`src/rtl/arbiter_stream_mux.sv`:
```
// Packet-granular stream mux behind an external round-robin arbiter.
// Holds a grant for a whole packet, then drops its request once so the arbiter token moves on.
module arbiter_stream_mux #(
    parameter int unsigned NUM_PORTS  = 6,
    parameter int unsigned DATA_WIDTH = 32,
    parameter int unsigned PORT_WIDTH = 3
) (
    input  logic                            clk,
    input  logic                            rst,
    input  logic [NUM_PORTS*DATA_WIDTH-1:0] up_data,
    input  logic [NUM_PORTS-1:0]            up_valid,
    input  logic [NUM_PORTS-1:0]            up_last,
    output logic [NUM_PORTS-1:0]            up_ready,
    output logic [0:NUM_PORTS-1]            request,
    input  logic [0:NUM_PORTS-1]            grant,
    input  logic                            active,
    output logic [DATA_WIDTH-1:0]           down_data,
    output logic                            down_valid,
    output logic                            down_last,
    output logic [PORT_WIDTH-1:0]           down_port,
    input  logic                            down_ready
);

    typedef enum logic [1:0] {IDLE, BUSY, DRAIN} state_t;

    state_t                  state;
    logic [PORT_WIDTH-1:0]   owner;
    logic [PORT_WIDTH-1:0]   grant_idx;
    logic [NUM_PORTS-1:0]    hold_off;
    logic                    owner_grant;
    logic                    owner_valid;
    logic                    owner_last;
    logic [DATA_WIDTH-1:0]   owner_data;
    logic                    out_free;
    logic                    accept;

    // Per-owner views of the upstream and grant vectors.
    always_comb begin : owner_sel
        owner_grant = 1'b0;
        owner_valid = 1'b0;
        owner_last  = 1'b0;
        owner_data  = '0;
        for (int unsigned i = 0; i < NUM_PORTS; i++) begin
            if (owner == PORT_WIDTH'(i)) begin
                owner_grant = grant[i];
                owner_valid = up_valid[i];
                owner_last  = up_last[i];
                owner_data  = up_data[i*DATA_WIDTH +: DATA_WIDTH];
            end
        end
    end

    // Lowest set grant bit wins if the arbiter ever shows more than one.
    always_comb begin : grant_enc
        grant_idx = '0;
        for (int i = int'(NUM_PORTS) - 1; i >= 0; i--) begin
            if (grant[i]) begin
                grant_idx = PORT_WIDTH'(i);
            end
        end
    end

    assign out_free = ~down_valid | down_ready;
    assign accept   = (state == BUSY) & owner_grant & out_free & owner_valid;

    // Owner keeps requesting through valid bubbles; reset forces requests low.
    always_comb begin : req_rdy
        request  = '0;
        up_ready = '0;
        for (int unsigned i = 0; i < NUM_PORTS; i++) begin
            request[i]  = rst & (up_valid[i] | ((state == BUSY) && (owner == PORT_WIDTH'(i))))
                              & ~hold_off[i];
            up_ready[i] = (state == BUSY) && (owner == PORT_WIDTH'(i)) && grant[i] && out_free;
        end
    end

    always_ff @(posedge clk or negedge rst) begin : fsm
        if (!rst) begin
            state    <= IDLE;
            owner    <= '0;
            hold_off <= '0;
        end else begin
            case (state)
                IDLE: begin
                    if (active) begin
                        owner <= grant_idx;
                        state <= BUSY;
                    end
                end
                BUSY: begin
                    if (!owner_grant) begin
                        state <= IDLE;
                    end else if (accept && owner_last) begin
                        for (int unsigned i = 0; i < NUM_PORTS; i++) begin
                            if (owner == PORT_WIDTH'(i)) hold_off[i] <= 1'b1;
                        end
                        state <= DRAIN;
                    end
                end
                DRAIN: begin
                    if (!owner_grant) begin
                        for (int unsigned i = 0; i < NUM_PORTS; i++) begin
                            if (owner == PORT_WIDTH'(i)) hold_off[i] <= 1'b0;
                        end
                        state <= IDLE;
                    end
                end
                default: state <= IDLE;
            endcase
        end
    end

    // Single output stage; contents hold while stalled.
    always_ff @(posedge clk or negedge rst) begin : out_reg
        if (!rst) begin
            down_data  <= '0;
            down_last  <= 1'b0;
            down_port  <= '0;
            down_valid <= 1'b0;
        end else if (accept) begin
            down_data  <= owner_data;
            down_last  <= owner_last;
            down_port  <= owner;
            down_valid <= 1'b1;
        end else if (down_ready) begin
            down_valid <= 1'b0;
        end
    end

endmodule

```
`config.mk`:
```
export PLATFORM = sky130hd
export DESIGN_NAME = arbiter_stream_mux
export DESIGN_NICKNAME = d
export VERILOG_FILES = /design/src/rtl/arbiter_stream_mux.sv
export SDC_FILE = /design/constraint.sdc
export NUM_CORES = 1
export LEC_CHECK = 0
export CAP_MARGIN = 40
export CORE_MARGIN = 1.5
export CORE_UTILIZATION = 35
export DETAILED_ROUTE_END_ITERATION = 7
export PLACE_DENSITY = 0.81
export SYNTH_ARGS = -nofsm -noshare
export SYNTH_HDL_FRONTEND = slang
export SYNTH_SLANG_ARGS = --single-unit
```
`constraint.sdc`:
```
create_clock -name clk -period 2.94 [get_ports clk]
set_input_delay 0.882 -clock clk [delete_from_list [all_inputs] [get_ports clk]]
set_output_delay 0.882 -clock clk [all_outputs]
set_load 0.02 [all_outputs]
```
[Word level (Yosys, flattened, before mapping)]
Index checks and enable logic that the tools add are counted.
Storage, ports and cells
  bits in registers: 48
  word-level logic and storage cells: 149
Cells by class
  bitwise operators: 29
  mux-type cells: 53
  equal/unequal tests: 24
  reductions and logical operators: 31
Operator list (count)
  32-bit 2-to-1 mux: 6
  6-bit AND reduction: 6
  1-bit 2-to-1 mux: 32
  2-bit inequality test, second input constant: 10
  1-bit logical AND: 19
  3-bit 2-to-1 mux: 6
  6-bit 2-to-1 mux: 3
  1-bit AND: 15
  2-bit by 1-bit inequality test with 1-bit output, second input constant: 6
  6-bit one-hot mux with 2 select lines: 1
  2-bit 2-to-1 mux: 4
  1-bit NOT: 7
  1-bit OR: 7
  3-bit by 2-bit == test with 1-bit output, second input constant: 2
  3-bit == test, second input constant: 2
  2-bit one-hot mux with 3 select lines: 1
  2-bit nonzero test: 2
  3-bit by 1-bit == test with 1-bit output, second input constant: 1
  3-bit zero test: 1
  3-bit by 2-bit inequality test with 1-bit output, second input constant: 1
  3-bit AND reduction: 1
  2-bit by 1-bit == test with 1-bit output, second input constant: 1
  2-bit == test, second input constant: 1
  2-bit zero test: 1
  2-bit AND reduction: 1

[Depth between registers and ports, before layout]
  depth after elaboration: 14
  mapped depth: 9
  depth with buffers taken out: 5

[Worst setup path before layout]
No wires, ideal clock.
  path kind: input to output
  start: input grant[1] in the netlist's numbering
  end: output up_ready[1]
  stages: 4
  arrival: 2039 ps
  setup slack: 19 ps
  buffers on the path: 1
  data required time: 2058 ps
  cells stage by stage: mux4_2 -> a22oi_1 -> clkbuf_1 -> nor4_1
Between the ends
  word-level cells in the longest chain between the ends: 2
Ends and longest elaborated chain
  start: declaration: line 15  | input logic [0:NUM_PORTS-1] grant,
  1-bit logical AND (2 in a row): line 73  | up_ready[i] = (state == BUSY) && (owner == PORT_WIDTH'(i)) && grant[i] && out_free;
  end: declaration: line 13  | output logic [NUM_PORTS-1:0] up_ready,
Every way passes these cells.

[Worst setup path after layout]
  start: input up_valid[5]
  end: output request[5] in the netlist's numbering
Between the ends
  word-level cells in the longest chain between the ends: 3
Ends and longest elaborated chain
  start: declaration: line 11  | input logic [NUM_PORTS-1:0] up_valid,
  1-bit OR: line 71  | request[i] = rst & (up_valid[i] | ((state == BUSY) && (owner == PORT_WIDTH'(i))))
  1-bit AND: line 71
  1-bit AND: line 72  | & ~hold_off[i];
  end: declaration: line 14  | output logic [0:NUM_PORTS-1] request,
Every way passes these cells.

==> metrics.cfg <==
[status]
outcome = finished clean

[routing]
drcViolationCount = 0
top_layer_used = met4
first_iter_violations = 255
wl_met1_mm = 5.69
wl_mm = 15.0
drt-pass1-iter-count = 5
vias = 4256
drt-wirelength-per-cell_um = 19.5
vias_per_cell = 5.53
wl_met2_mm = 7.54
wl_met3_mm = 1.36
ant_nets = 0

[clocking]
cts_sinks = 48
hold_buffers = 0
cts_root_buffer = clkbuf_8
clkTransAtPathRegs_ns = 0.09
clockBufferDepth = 2
cts_buffers = 5
cts_tree = done
clk_latency_ns = 0.30
ctsHtreeMaxLevel = 2

[worst_setup_path]
crit_buf_inv = 2
endpoint_kind = output pin
cp-endpoint = request[5]
crit_path_start_kind = input pin
crit_family = buffers and inverters
critPathMaxFanout = 2
crit_arrival_ns = 2.05
slowest_stage = clkdlybuf4s50_1
reg2reg_to = down_data[16]$_DFFE_PN0P_
r2r-start = owner[0]$_DFFE_PN0P_
crit_chain = clkdlybuf4s50_1 -> a21oi_1 -> nor3b_1 -> clkdlybuf4s15_1
startpoint = up_valid[5]
r2r_setup_slack_ns = 0.37
cp.required_ns = 2.06
worst-path-stages = 4
rr_worst_depth = 8
crit_type = input pin to output pin
cpPeakStageDelay_ns = 0.49

[placement]
detailed_place_hpwl_mm = 12.0
place_inst = 759
routabilityCongestion = 0.934
preCtsSetupSlack_ns = -0.703
io_buffers = 262

[sta]
setup_viol = 0
final_hold_viol_count = 0
tightest_slew_ns = 0.501
timing.final.ws_setup_ns = 0.00543
slew_violations = 0
fmax_ghz = 0.341
holdWs_ns = 0.419
fin_crit_sh = 0.998
skew_ns = 0.00918
relSlewSlack = 0.666
layout_min_cycle_time_ns = 2.93

[min_path]
hp-class = input pin to async pin

[yosys]
post-synth-top-count-cell = dfrtp_1
async_reset_ff_frac = 1.00
yosysUniqueCellTypes = 40
avgSynthCellArea_um2 = 10.1
synth_edf_count = 0
yosys.area.top_type_share = 0.325
yosys_most_used_dff = dfrtp_1
yosysTopAreaCell = dfrtp_1
ys_warn_count = 0
ys_seq_elements = 48
synth_area_leaders = dfrtp_1 33%, mux2_1 11%, a22oi_1 8.3%
synth.cell_area_mm2 = 0.00369
synthTopCellsByCount = 48 x dfrtp_1, 41 x a22oi_1, 36 x mux2_1
syn-num-nets = 580
syn_inst = 366
yosysSeqAreaShare = 0.325

[finish]
area_growth_pct = 80.3
nNetsFinal = 846
drive_above_1_share = 0.161
final_cells = 770

[global_routing]
grt_pass1_vias = 4440
antenna_found_initial = 1
grt_usage = 0.258
grt_pass1_wl_mm = 22.7
grt_start_max_net_pins = 40
grt.overflow.total = 0

[pwr]
swShare = 0.410
p_seq_frac = 0.233
p_switching_mw = 2.05
p_per_area_mw_per_mm2 = 753
leakage_nw = 2.63
pwr-share-comb = 0.670
intPower_mw = 2.96
pwr-share-clk = 0.097
peakVddDrop_mv = 0.391

[floorplan]
coreArea_mm2 = 0.0103
die-area_mm2 = 0.0112
fp-row-count = 37
die_h_um = 106
die_w_um = 106
io_pins = 263
start_util = 0.359

[flow_run]
drv_cap = 0

-- per-layer routing --
metal | track usage | vias up
met2 | 0.458 | 245
met4 | 0.112 | 0
met3 | 0.0711 | 32
li1 | - | 1942
met1 | 0.289 | 2037
met5 | 0 | -
-- placed cells by master (no fill, tap or decap), types with 13 or more instances in the layout --
cell               n
a22oi_1           40
buf_4             31
clkdlybuf4s50_1  243
dfrtp_1           45
inv_1             17
mux2_1            36
mux2_2            21
mux2i_1           14
mux4_2            13
nand2_1           31
o221ai_1          20
-- worst register-to-register path, cell delays in order, from the launching register on --
cell and delay [ns]:
dfrtp_4 0.46, mux4_2 0.54, a22oi_2 0.27, buf_4 0.15, buf_4 0.10, buf_4 0.16, nand2b_2 0.25, buf_12 0.18
mux2_1 0.35
-- logic make-up after synthesis --
logic type      Yosys count  share of synthesized area
buf+inv                  54                     0.0749
compound gates          107                      0.212
flops                    48                      0.325
mux                      84                      0.291
simple gates             73                     0.0972
-- sequential cells by signal (all words and copies together) (netlist names) --
register and flops:
down_data 32, down_port 3, owner 3, down_last 1, down_valid 1, hold_off 6
state 2
-- power by group through the flow --
stage / clock [mW] / sequential [mW] / combinational (mW)
6_report: 0.486 / 1.17 / 3.36
4_1_cts: 0.501 / 1.16 / 3.36
5_1_grt: 0.522 / 1.20 / 3.59
3_5_place_dp: 0 / 1.17 / 3.34
3_3_place_gp: 0 / 1.17 / 3.29
2_1_floorplan: 0 / 1.42 / 1.72
-- worst min-delay path by stage --
stage / to / slack (ns) / cells past startpoint
after floorplan: hold_off[0]$_DFFE_PN0P_ / 0.46 / 2
after global placement: down_data[7]$_DFFE_PN0P_ / 0.47 / 1
after detailed placement: down_data[7]$_DFFE_PN0P_ / 0.48 / 1
after CTS: hold_off[3]$_DFFE_PN0P_ / 0.40 / 1
after global routing: hold_off[3]$_DFFE_PN0P_ / 0.41 / 1
final: hold_off[3]$_DFFE_PN0P_ / 0.42 / 1
-- area by class of cell --
class,instances,area (µm²)
Tap cell,136,170
Inverter,18,67.6
Multi-Input combinational cell,264,2240
Clock inverter,3,42.5
Fill cell,859,3620
Timing Repair Buffer,295,2860
Sequential cell,48,1210
Clock buffer,5,68.8
Antenna cell,1,2.50
-- through the flow --
stage	setup TNS [ns]	cell area, µm²	utilization	total power, mW
5_1_grt	-0.0147	6660	0.648	5.31
2_1_floorplan	0	3690	-	3.14
6_report	0	6660	0.648	5.01
4_1_cts	-0.0240	6660	0.648	5.02
3_5_place_dp	-14.90	6550	0.638	4.51
3_3_place_gp	-12.11	6550	0.638	4.46
-- timing repair --
item	4_1_cts	5_1_grt
pin swaps	2	3
setup endpoints to repair	13	8
hold endpoints to repair	0	0
setup buffers	1	1
gates resized for setup	42	16
(Power assumes the default switching activity.)
